$ cat src/rtl/spi_pkg.sv
// Shared types for the configurable SPI master: FSM state encoding and
// the per-transfer mode captured at accept.
package spi_pkg;

    typedef enum logic [1:0] {
        IDLE  = 2'd0,
        LEAD  = 2'd1,
        XFER  = 2'd2,
        TRAIL = 2'd3
    } state_t;

    typedef struct packed {
        logic cpol;
        logic cpha;
        logic lsb_first;
    } mode_t;

endpackage

$ cat src/rtl/spi_clk_div.sv
// Half-period tick generator: counts 0..CLK_DIV-1 while enabled and
// flags the terminal count. The counter is held at 0 while disabled.
module spi_clk_div #(
    parameter int CLK_DIV = 10
) (
    input  logic clk,
    input  logic rst_n,
    input  logic en,
    output logic tick
);

    localparam int CNT_W = $clog2(CLK_DIV);

    logic [CNT_W-1:0] cnt;

    always_ff @(posedge clk or negedge rst_n) begin
        if (!rst_n) begin
            cnt <= '0;
        end else if (!en) begin
            cnt <= '0;
        end else if (cnt == CNT_W'(CLK_DIV - 1)) begin
            cnt <= '0;
        end else begin
            cnt <= cnt + 1'b1;
        end
    end

    assign tick = en && (cnt == CNT_W'(CLK_DIV - 1));

endmodule

$ cat src/rtl/spi_master_cfg.sv
// Single-word SPI master with per-transfer cpol/cpha/bit order and chip select.
// Receive path is built only when SPI_MASTER_RX_EN is defined; otherwise rx_data is 0.
module spi_master_cfg
    import spi_pkg::*;
#(
    parameter int DATA_W  = 12,
    parameter int CLK_DIV = 10,
    parameter int NUM_CS  = 2
) (
    input  logic                                      clk,
    input  logic                                      rst_n,
    input  logic                                      tx_valid,
    output logic                                      tx_ready,
    input  logic [DATA_W-1:0]                         tx_data,
    input  logic [((NUM_CS > 1) ? $clog2(NUM_CS) : 1)-1:0] cs_sel,
    input  logic                                      cpol,
    input  logic                                      cpha,
    input  logic                                      lsb_first,
    output logic                                      sclk,
    output logic                                      mosi,
    output logic [NUM_CS-1:0]                         cs_n,
    input  logic                                      miso,
    output logic                                      rx_valid,
    output logic [DATA_W-1:0]                         rx_data,
    output logic                                      busy
);

    localparam int CS_W   = (NUM_CS > 1) ? $clog2(NUM_CS) : 1;
    localparam int EDGE_W = $clog2(2 * DATA_W + 1);

    state_t            state;
    state_t            state_next;
    mode_t             mode_q;
    logic [CS_W-1:0]   cs_sel_q;
    logic [DATA_W-1:0] tx_sh;
    logic [EDGE_W-1:0] edge_cnt;
    logic              sclk_q;
    logic              rx_valid_q;
    logic              ready_q;
    logic              tick;
    logic              accept;
    logic              odd_edge;
    logic              last_edge;
    logic              do_shift;

    spi_clk_div #(
        .CLK_DIV (CLK_DIV)
    ) u_clk_div (
        .clk   (clk),
        .rst_n (rst_n),
        .en    (state != IDLE),
        .tick  (tick)
    );

    // ready_q keeps tx_ready low during reset and for the release cycle.
    always_ff @(posedge clk or negedge rst_n) begin
        if (!rst_n) begin
            ready_q <= 1'b0;
        end else begin
            ready_q <= 1'b1;
        end
    end

    assign accept    = (state == IDLE) && tx_valid && ready_q;
    // edge_cnt holds edges already made, so the edge a tick produces is edge_cnt+1.
    assign odd_edge  = ~edge_cnt[0];
    assign last_edge = (edge_cnt == EDGE_W'(2 * DATA_W - 1));
    // With cpha=1 the first bit is already on mosi from accept, so edge 1 presents nothing new.
    assign do_shift  = mode_q.cpha ? (odd_edge && (edge_cnt != '0))
                                   : (!odd_edge && !last_edge);

    always_ff @(posedge clk or negedge rst_n) begin
        if (!rst_n) begin
            state <= IDLE;
        end else begin
            state <= state_next;
        end
    end

    always_comb begin
        state_next = state;
        case (state)
            IDLE:    if (accept)            state_next = LEAD;
            LEAD:    if (tick)              state_next = XFER;
            XFER:    if (tick && last_edge) state_next = TRAIL;
            TRAIL:   if (tick)              state_next = IDLE;
            default:                        state_next = IDLE;
        endcase
    end

    always_ff @(posedge clk or negedge rst_n) begin
        if (!rst_n) begin
            mode_q     <= '0;
            cs_sel_q   <= '0;
            tx_sh      <= '0;
            edge_cnt   <= '0;
            sclk_q     <= 1'b0;
            rx_valid_q <= 1'b0;
        end else begin
            rx_valid_q <= 1'b0;
            if (accept) begin
                mode_q   <= {cpol, cpha, lsb_first};
                cs_sel_q <= cs_sel;
                tx_sh    <= tx_data;
                edge_cnt <= '0;
                sclk_q   <= cpol;
            end else if (state == XFER && tick) begin
                sclk_q   <= ~sclk_q;
                edge_cnt <= edge_cnt + 1'b1;
                if (do_shift) begin
                    tx_sh <= mode_q.lsb_first ? (tx_sh >> 1) : (tx_sh << 1);
                end
            end else if (state == TRAIL && tick) begin
                rx_valid_q <= 1'b1;
            end
        end
    end

`ifdef SPI_MASTER_RX_EN
    logic [DATA_W-1:0] rx_sh;
    logic [DATA_W-1:0] rx_data_q;
    logic              do_sample;

    assign do_sample = mode_q.cpha ? !odd_edge : odd_edge;

    always_ff @(posedge clk or negedge rst_n) begin
        if (!rst_n) begin
            rx_sh     <= '0;
            rx_data_q <= '0;
        end else begin
            if (accept) begin
                rx_sh <= '0;
            end else if (state == XFER && tick && do_sample) begin
                rx_sh <= mode_q.lsb_first ? {miso, rx_sh[DATA_W-1:1]}
                                          : {rx_sh[DATA_W-2:0], miso};
            end
            if (state == TRAIL && tick) begin
                rx_data_q <= rx_sh;
            end
        end
    end

    assign rx_data = rx_data_q;
`else
    logic unused_miso;
    assign unused_miso = miso;
    assign rx_data     = '0;
`endif

    always_comb begin
        cs_n = '1;
        if (state != IDLE) begin
            for (int i = 0; i < NUM_CS; i++) begin
                if (cs_sel_q == CS_W'(i)) cs_n[i] = 1'b0;
            end
        end
    end

    assign sclk     = (state == IDLE) ? (ready_q & cpol) : sclk_q;
    assign mosi     = (state == IDLE) ? 1'b0
                    : (mode_q.lsb_first ? tx_sh[0] : tx_sh[DATA_W-1]);
    assign tx_ready = (state == IDLE) && ready_q;
    assign busy     = (state != IDLE);
    assign rx_valid = rx_valid_q;

endmodule

$ cat config.mk
export PLATFORM = sky130hd
export DESIGN_NAME = spi_master_cfg
export DESIGN_NICKNAME = d
export VERILOG_FILES = /design/src/rtl/spi_pkg.sv /design/src/rtl/spi_clk_div.sv /design/src/rtl/spi_master_cfg.sv
export SDC_FILE = /design/constraint.sdc
export NUM_CORES = 1
export LEC_CHECK = 0
export BUFFER_PORTS_ARGS = -buffer_cell sky130_fd_sc_hd__buf_4
export CORE_ASPECT_RATIO = 1.4
export CORE_UTILIZATION = 58
export DETAILED_ROUTE_END_ITERATION = 7
export HOLD_SLACK_MARGIN = 0.02
export PLACE_DENSITY = 0.93
export SLEW_MARGIN = 20
export SYNTH_ARGS = -nofsm -noshare
export SYNTH_HDL_FRONTEND = slang
export SYNTH_SLANG_ARGS = --single-unit
$ cat constraint.sdc
create_clock -name clk -period 5.3 [get_ports clk]
set_input_delay 0.265 -clock clk [delete_from_list [all_inputs] [get_ports clk]]
set_output_delay 0.265 -clock clk [all_outputs]
set_load 0.02 [all_outputs]
==> results_dict.tcl, run 1 <==
set metrics [dict create \
    outcome "complete, no violations" \
    die_width_um 48.65 \
    setup.worst_path.start_class "register" \
    grt_pass1_wl_mm 5.499 \
    vias_per_cell 5.415 \
    antenna_violations_before_repair 0 \
    highest-signal-layer "met4" \
    detail-route-antenna-nets 0 \
    critical_path_arrival_ns 2.71 \
    clock_sinks 29 \
    achievable-frequency_ghz 0.3940 \
    area_occupied_by_multi_input_gates_um2 912.1 \
    min_period_ns 2.538 \
    floorplan.die.height_um 67.30 \
    tritoncts "yes" \
    dp_cells 221 \
    detailedRoute.firstPassIterationCount 4 \
    row_count 23 \
    final-hold-violation-count 0 \
    critical_path.max_stage_delay_ns 0.93 \
    cellLeakagePower_nw 1.025 \
    detail_route.wl_per_cell_um 14.76 \
    detail_route.wirelength.met1_mm 1.283 \
    whs_ns 0.1810 \
    dr_wl_met2_mm 1.897 \
    numCtsBuffers 5 \
    grt_use_total 0.2287 \
    required_ns 5.47 \
    regToRegStartpoint "state[0]$_DFFE_PN0P_" \
    critPathBufInv 1 \
    min-delay-start "cs_sel" \
    powerDensity_nw_per_um2 510.8 \
    finish.cell_count_without_fillers 229 \
    post-route-cell-area_um2 1991 \
    worst_r2r_path_depth 6 \
    worstSetupPathType "register to register" \
    core_area_um2 2878 \
    critical_path.top_delay_family "simple AND/OR/NAND/NOR gates" \
    timing.reg2reg.setup_slack_ns 2.76 \
    ys_dominant_reg_cell "dfrtp_1" \
    dp_hpwl_mm 2.476 \
    min_delay_path_depth 3 \
    worst-slew-pin-transition_ns 1.066 \
    crit_fanout 22 \
    drt_iter0_drc 46 \
    cts_htree_levels 2 \
    starting_density 0.6139 \
    layout.cells.most_common "mux2i_1" \
    netlist-cell-type-count 40 \
    maximum_number_of_pins_on_one_net_before_global_route_repair 30 \
    design.portCount 39 \
    routabilityCongestion 0.7384 \
    chain_of_cells_forming_the_critical_path "inv_1 > ha_1 > and3_1 > nor2_1 > a32o_1 > a31o_1" \
    mostFrequentLayoutCells "mux2i_1, dfrtp_1, buf_4" \
    setup-violations-final 0 \
    worstSetupEndpointType "register" \
    finalPower_w 0.001017 \
    maxSlewViolCount 0 \
    n_fill_cell 235 \
    dpl_cell_area_um2 1894 \
    drcViolationCount 0 \
    dr_wl_met3_um 125 \
    postSynthRegisterBits 29 \
    drt-total-wl_mm 3.379 \
    hold_class "input pin to register" \
    final.setup_skew_ns 0.003844 \
    final_min_period_over_clock_period 0.4789 \
    overflow 0 \
    synth.cell_area_um2 1767 \
    min_to "cs_sel_q$_DFFE_PN0P_" \
    postSynthCellCount 169 \
    cts_root_buf "clkbuf_8" \
    regToRegEndpoint "tx_sh[1]$_DFFE_PN0P_" \
    cts_max_path_buffers 2 \
    cts_setup_buffers 0 \
    place.port_buffers 25 \
    vias_in_the_first_global_route 1362 \
    total_die_area_um2 3274 \
    sequential_area_share_after_synthesis 0.4108 \
    yosysWarningCount 0 \
    maxCapViolations 0 \
    worst_setup_hold_path_clk_slew_ns 0.06 \
    cpMaxStageDelayCell "and3_1" \
    synth_async_sr_flop_share 1.000 \
    routed-via-count 1240 \
    synth_enable_flop_cells 0 \
    clk-insertion-delay-late_ns 0.28 \
    antenna-diode-count 0 \
    setup_tns_ns 0 \
    area.sequential_um2 725.7 \
    design.final.nets 220 \
    syn_area_per_cell_um2 10.45 \
    power.ir.vdd_worst_uv 310.5 \
    grt_setup_unrepaired "false" \
    layout-area-overhead-vs-synth_pct 12.68 \
    layout_cells_sized_above_1 0.1979 \
    max_slew_margin 0.2895 \
]
Yosys cell counts, types with 2 or more instances:
library cell	n	area, um2
nand3_1	4	20.02
dfrtp_1	29	725.7
mux2i_1	34	340.3
nand2b_1	2	12.51
xnor2_1	2	17.52
and3_1	3	18.77
a21oi_1	3	15.01
buf_2	4	20.02
conb_1	2	7.510
buf_4	13	97.59
buf_6	2	22.52
nor2_1	12	45.04
clkbuf_1	2	7.510
xor2_1	3	26.28
nand2_1	17	63.81
ha_1	8	100.1
inv_1	6	22.52
worst register-to-register path: cells and delay by family, from the launching register on:
family | cells | cell delay, ns
fa+ha+maj | 1 | 0.35
buf+inv | 1 | 0.11
flops | 1 | 0.43
simple gates | 2 | 1.05
compound gates | 2 | 0.48
kinds of logic after synthesis:
kind of cell / synth area share
xor+xnor: 0.02479
simple gates: 0.1445
mux: 0.1990
buf+inv: 0.09632
flops: 0.4108
fa+ha+maj: 0.05666
other cells: 0.004251
compound gates: 0.06374
stage by stage:
stage          worst slack [ns]  utilization
2_1_floorplan             3.588            -
3_3_place_gp              2.893       0.6583
3_5_place_dp              2.751       0.6583
4_1_cts                   2.719       0.6917
5_1_grt                   2.589       0.6917
6_report                  2.762       0.6917
registers in the layout, indices dropped and copies added, names as in the netlist:
| signal | count |
|---|---|
| rx_valid | 1 |
| ready_q | 1 |
| edge_cnt | 5 |
| mode_q | 2 |
| u_clk_div.cnt | 4 |
| state | 2 |
| tx_sh | 12 |
| sclk_q | 1 |
| cs_sel_q | 1 |
how the worst max path moves through the flow:
| stage | start | end | cells after the start |
|---|---|---|---|
| global route | state[0]$_DFFE_PN0P_ | tx_sh[1]$_DFFE_PN0P_ | 6 |
| finish | state[0]$_DFFE_PN0P_ | tx_sh[1]$_DFFE_PN0P_ | 6 |
| floorplan | state[0]$_DFFE_PN0P_ | state[1]$_DFFE_PN0P_ | 6 |
| detailed placement | state[0]$_DFFE_PN0P_ | tx_sh[1]$_DFFE_PN0P_ | 6 |
| global placement | state[0]$_DFFE_PN0P_ | tx_sh[1]$_DFFE_PN0P_ | 6 |
| CTS | state[0]$_DFFE_PN0P_ | tx_sh[1]$_DFFE_PN0P_ | 6 |
repair_timing:
| action | in CTS | in global routing |
|---|---|---|
| hold endpoints to repair | 29 | 0 |
| hold buffers | 1 | 0 |
| gates resized for setup | 0 | 0 |
layer usage:
metal,global-route usage,up-vias
li1,-,601
met4,0.1434,0
met2,0.4497,28
met3,0.06306,8
met1,0.2046,603
met5,0,-
area by class of cell:
class | instances | share of cell area
tap | 37 | 0.02326
clock buffer | 7 | 0.04337
sequential | 29 | 0.3646
inverter | 6 | 0.01131
timing repair buffer | 26 | 0.09931
multi-input combinational | 124 | 0.4582
power breakdown:
part           internal [W]  switching (W)  leakage, nW
registers          0.000308      0.0000970        0.358
logic              0.000211       0.000219        0.622
clock network      0.000103      0.0000784       0.0443
Power figures use the tool's default switching activity.
==> run 2, diff against run 1 <==
CORE_UTILIZATION = 54   (was 58)
PLACE_DENSITY = 0.87   (was 0.93)
clock period = 2.46 ns   (was 5.3 ns; I/O delays follow)
==> results_dict.tcl, run 2 (same netlist as run 1, synthesis figures left out) <==
set metrics [dict create \
    outcome "complete, no violations" \
    cts_resized 0 \
    required_ns 2.62 \
    final.setup_skew_ns 0.006817 \
    grt_setup_unrepaired "false" \
    critical_path_arrival_ns 2.22 \
    layout_cells_sized_above_1 0.2143 \
    achievable-frequency_ghz 0.4858 \
    area.sequential_um2 725.7 \
    cellLeakagePower_nw 1.041 \
    largest_registers "tx_sh (12), edge_cnt (5), u_clk_div.cnt (4)" \
    design.portCount 39 \
    die_width_um 50.34 \
    place.port_buffers 25 \
    core_area_um2 3123 \
    dp_hpwl_mm 2.541 \
    layout-area-overhead-vs-synth_pct 13.88 \
    max_flop_register "tx_sh" \
    final-hold-violation-count 0 \
    maxSlewViolCount 0 \
    powerDensity_nw_per_um2 1096 \
    clk-insertion-delay-late_ns 0.28 \
    grt_use_total 0.2214 \
    area_occupied_by_multi_input_gates_um2 912.1 \
    maxCapViolations 0 \
    routabilityCongestion 0.7241 \
    gr_util_met2 0.4089 \
    grt-busiest-layer "met2" \
    global_route_met3_usage 0.04386 \
    worst_setup_hold_path_clk_slew_ns 0.07 \
    detail_route.wl_per_cell_um 15.02 \
    tritoncts "yes" \
    drt-total-wl_mm 3.530 \
    overflow 0 \
    largest_register_ffs 12 \
    row_count 24 \
    detail-route-antenna-nets 0 \
    starting_density 0.5657 \
    clock_sinks 29 \
    finalPower_w 0.002206 \
    cts_max_path_buffers 2 \
    antenna-diode-count 0 \
    whs_ns 0.02729 \
    cts_htree_levels 2 \
    antenna_violations_before_repair 0 \
    vias_per_cell 5.353 \
    worstSetupEndpointType "register" \
    gr-usage-met1 0.2364 \
    design.final.nets 223 \
    total_die_area_um2 3507 \
    hold_class "input pin to register" \
    drcViolationCount 0 \
    layout.cells.most_common "mux2i_1" \
    setup_tns_ns 0 \
    routed-via-count 1258 \
    detailedRoute.firstPassIterationCount 4 \
    maximum_number_of_pins_on_one_net_before_global_route_repair 30 \
    floorplan.die.height_um 69.68 \
    min_period_ns 2.058 \
    grt_pass1_wl_mm 5.968 \
    worstSetupPathType "register to register" \
    core_occupancy_in_the_finished_layout 0.6442 \
    crit_fanout 11 \
    cts_root_buf "clkbuf_8" \
    dpl_cell_area_um2 1919 \
    vias_in_the_first_global_route 1396 \
    setup.worst_path.start_class "register" \
    mostFrequentLayoutCells "mux2i_1, dfrtp_1, buf_4" \
    power.ir.vdd_worst_uv 817.1 \
    final_min_period_over_clock_period 0.8368 \
    setup-violations-final 0 \
    post-route-cell-area_um2 2012 \
    n_fill_cell 259 \
    drt_iter0_drc 54 \
    numCtsBuffers 5 \
]
run 2: changes by cell type in the layout (fill, tap and decap cells not counted):
cell / delta
buf_4: +3
clkbuf_8: -1
clkinv_2: +2
run 2: metrics by stage:
| stage | setup WS, ns | instances |
|---|---|---|
| 3_5_place_dp | 0.4270 | 226 |
| 6_report | 0.4015 | 235 |
| 4_1_cts | 0.4003 | 235 |
| 3_3_place_gp | 0.5303 | 226 |
| 5_1_grt | 0.2598 | 235 |
| 2_1_floorplan | 0.7485 | 180 |
run 2: power by group:
group          internal (W)  switching (W)
Combinational      0.000468       0.000511
Clock              0.000196       0.000186
Sequential         0.000664       0.000181
Total               0.00133       0.000878
run 2: worst paths after layout:
check                                startpoint  cells past startpoint                          to  slack, ns
max                        state[0]$_DFFE_PN0P_                      6        tx_sh[2]$_DFFE_PN0P_       0.40
min                                      cs_sel                      3        cs_sel_q$_DFFE_PN0P_       0.03
max reg2reg                state[0]$_DFFE_PN0P_                      6        tx_sh[2]$_DFFE_PN0P_       0.40
min reg2reg                cs_sel_q$_DFFE_PN0P_                      2        cs_sel_q$_DFFE_PN0P_       0.51
max in group asynchronous                 rst_n                      2  u_clk_div.cnt[1]$_DFF_PN0_       1.89
min in group asynchronous                 rst_n                      2        tx_sh[3]$_DFFE_PN0P_       0.29
run 2: layout make-up:
cell class / instances / share of cell area
timing repair buffer: 29 / 0.1095
multi-input combinational: 124 / 0.4534
sequential: 29 / 0.3607
tap: 39 / 0.02425
inverter: 6 / 0.01119
clock inverter: 2 / 0.004975
clock buffer: 6 / 0.03607
run 2: repair_timing:
item                                   CTS  global route
setup endpoints to repair                0             0
setup buffers                            0             0
hold buffers                             1             0
endpoints found under the hold margin   29             0
run 2: worst max-delay path, stage by stage, from the launching register on:
cell,delay (ns)
dfrtp_1,0.43
inv_1,0.10
ha_1,0.37
and3_1,0.43
buf_4,0.28
mux2i_1,0.23
mux2i_1,0.10
run 2: metal layers:
| layer | vias to the layer above | routed length, um |
|---|---|---|
| met4 | 0 | 37 |
| met1 | 631 | 1437 |
| li1 | 600 | - |
| met2 | 23 | 1945 |
| met5 | - | 0 |
| met3 | 4 | 110 |
==> run 3, diff against run 2 <==
ABC_AREA = 1   (was unset)
clock period = 2.15 ns   (was 2.46 ns; I/O delays follow)
==> results_dict.tcl, run 3 <==
set metrics [dict create \
    outcome "complete, no violations" \
    antenna-diode-count 0 \
    total_die_area_um2 3637 \
    drcViolationCount 0 \
    power.combinational.fraction 0.460 \
    detailedRoute.firstPassIterationCount 4 \
    drt_iter0_drc 68 \
    largest_registers "tx_sh (12), edge_cnt (5), u_clk_div.cnt (4)" \
    synthTopCellsByArea "dfrtp_1, nand2_1, nand3_1" \
    setup_tns_ns 0 \
    layout.cells.most_common "nand2_1" \
    area.sequential_um2 725.7 \
    cts_root_buf "clkbuf_8" \
    clock_sinks 29 \
    numCtsBuffers 5 \
    cts_max_path_buffers 2 \
    achievable-frequency_ghz 0.5393 \
    drt-total-wl_mm 3.697 \
    design.portCount 39 \
    worst_setup_hold_path_clk_slew_ns 0.06 \
    design.final.nets 300 \
    worstSetupPathType "register to register" \
    grt_use_total 0.2400 \
    tritoncts "yes" \
    row_count 24 \
    grt_setup_unrepaired "false" \
    yosys_top_cell_by_area "dfrtp_1" \
    synth_enable_flop_cells 0 \
    powerDensity_nw_per_um2 1207 \
    clock_power_share 0.175 \
    detail-route-antenna-nets 0 \
    maxCapViolations 0 \
    max_flop_register "tx_sh" \
    required_ns 2.37 \
    mostFrequentLayoutCells "nand2_1, dfrtp_1, buf_4" \
    starting_density 0.5763 \
    final-hold-violation-count 0 \
    maxSlewViolCount 0 \
    clk-insertion-delay-late_ns 0.29 \
    vias_in_the_first_global_route 1545 \
    min-delay-start "cpha" \
    postSynthCellCount 246 \
    floorplan.die.height_um 70.96 \
    final.setup_skew_ns 0.01167 \
    largest_register_ffs 12 \
    cts_htree_levels 2 \
    crit_fanout 19 \
    yosysWarningCount 0 \
    synth.cell_area_um2 1834 \
    hold_class "input pin to register" \
    power.share.switching 0.4467 \
    cellLeakagePower_nw 1.162 \
    synth_async_sr_flop_share 1.000 \
    cell_internal_pwr_w 0.001369 \
    routabilityCongestion 0.7737 \
    n_fill_cell 288 \
    syn_area_per_cell_um2 7.456 \
    detail_route.wl_per_cell_um 11.85 \
    layout_cells_sized_above_1 0.1612 \
    grt_pass1_wl_mm 6.417 \
    worstSetupEndpointType "register" \
    postSynthRegisterBits 29 \
    setup.worst_path.start_class "register" \
    routed-via-count 1571 \
    netSwitchingPower_w 0.001105 \
    antenna_violations_before_repair 0 \
    ys_dominant_reg_cell "dfrtp_1" \
    cts_setup_buffers 0 \
    regToRegStartpoint "state[0]$_DFFE_PN0P_" \
    die_width_um 51.26 \
    final_min_period_over_clock_period 0.8625 \
    yosysMostFrequentCell "nand2_1" \
    layout-area-overhead-vs-synth_pct 11.73 \
    vias_per_cell 5.035 \
    yosys.area.top_type_share 0.3956 \
    synth_commonest_cells "nand2_1, dfrtp_1, nand3_1, inv_1, buf_4" \
    critical_path_arrival_ns 2.08 \
    critical_path.startpoint "state[0]$_DFFE_PN0P_" \
    place.port_buffers 25 \
    core_area_um2 3183 \
    finalPower_w 0.002474 \
    dp_hpwl_mm 2.501 \
    overflow 0 \
    netlist-cell-type-count 26 \
    area_occupied_by_multi_input_gates_um2 899.6 \
    min_period_ns 1.854 \
    sequential_power_share 0.365 \
    setup-violations-final 0 \
    power.ir.vdd_worst_uv 854.2 \
    maximum_number_of_pins_on_one_net_before_global_route_repair 30 \
    sequential_area_share_after_synthesis 0.3956 \
]
-- run 3: changes by cell type after synthesis, moves of 5 or more --
cell,previous run,this run
inv_1,6,16
mux2i_1,34,0
nand2_1,17,109
nand3_1,4,23
nor2_1,12,7
o21ai_0,1,6
-- run 3: worst paths after layout --
kind                                      endpoint  slack (ns)  cells after the start
min reg2reg                   tx_sh[2]$_DFFE_PN0P_        0.47                      2
max in group asynchronous    mode_q[1]$_DFFE_PN0P_        1.60                      2
min in group asynchronous  edge_cnt[4]$_DFFE_PN0P_        0.28                      2
max                           state[0]$_DFFE_PN0P_        0.30                      8
min                          mode_q[1]$_DFFE_PN0P_        0.04                      3
max reg2reg                   state[0]$_DFFE_PN0P_        0.30                      8
-- run 3: power by group through the flow --
stage / Combinational [W] / Clock, W / Sequential, W
after global placement: 0.00108 / 0 / 0.000903
after global routing: 0.00130 / 0.000461 / 0.000935
after CTS: 0.00114 / 0.000445 / 0.000900
after floorplan: 0.000927 / 0 / 0.000854
final: 0.00114 / 0.000432 / 0.000904
after detailed placement: 0.00111 / 0 / 0.000910
-- run 3: stage by stage --
| stage | instances | hold slack [ns] | setup slack, ns | instance area (um2) | utilization |
|---|---|---|---|---|---|
| 2_1_floorplan | 257 | -0.1881 | 0.6401 | 1876 | - |
| 3_3_place_gp | 301 | 0.05333 | 0.3962 | 1937 | 0.6085 |
| 3_5_place_dp | 301 | 0.05356 | 0.3420 | 1937 | 0.6085 |
| 4_1_cts | 312 | 0.03575 | 0.2976 | 2049 | 0.6439 |
| 5_1_grt | 312 | 0.05966 | 0.1044 | 2049 | 0.6439 |
| 6_report | 312 | 0.03982 | 0.2957 | 2049 | 0.6439 |
-- run 3: logic make-up (layout without fill, tap and decap cells) --
kind of cell             Yosys count  in the layout  synth area share
flip-flops                        29             29            0.3956
adder cells (fa/ha/maj)            8              8           0.05457
AND/OR/NAND/NOR                  150            150            0.3458
AO/OA/AOI/OAI                     14             14           0.04434
buffers and inverters             39             55            0.1364
other                              2             13          0.004094
XOR/XNOR                           4              4           0.01910
-- run 3: metal layers --
metal | up-vias | track usage | part of all wire
met3 | 12 | 0.08387 | 0.064
met4 | 0 | 0.1381 | 0.030
met5 | - | 0 | 0
met2 | 50 | 0.4123 | 0.50
li1 | 797 | - | -
met1 | 712 | 0.2462 | 0.40
-- run 3: worst max-delay path, stage by stage, from the launching register on --
cell	delay (ns)
dfrtp_1	0.42
inv_1	0.10
ha_1	0.30
nand3_2	0.23
inv_2	0.32
o21ai_1	0.13
nand2_1	0.12
o21ai_0	0.09
nand2_1	0.07
-- run 3: final cells by class --
type	instances	share of cell area
clock buffer	6	0.03541
multi-input combinational	189	0.4389
tap	39	0.02381
clock inverter	2	0.004884
sequential	29	0.3541
inverter	18	0.03297
timing repair buffer	29	0.1099
-- run 3: timing repair --
| action | CTS | global route |
|---|---|---|
| hold buffers | 3 | 0 |
| endpoints found under the hold margin | 31 | 0 |
| resized for setup | 0 | 0 |
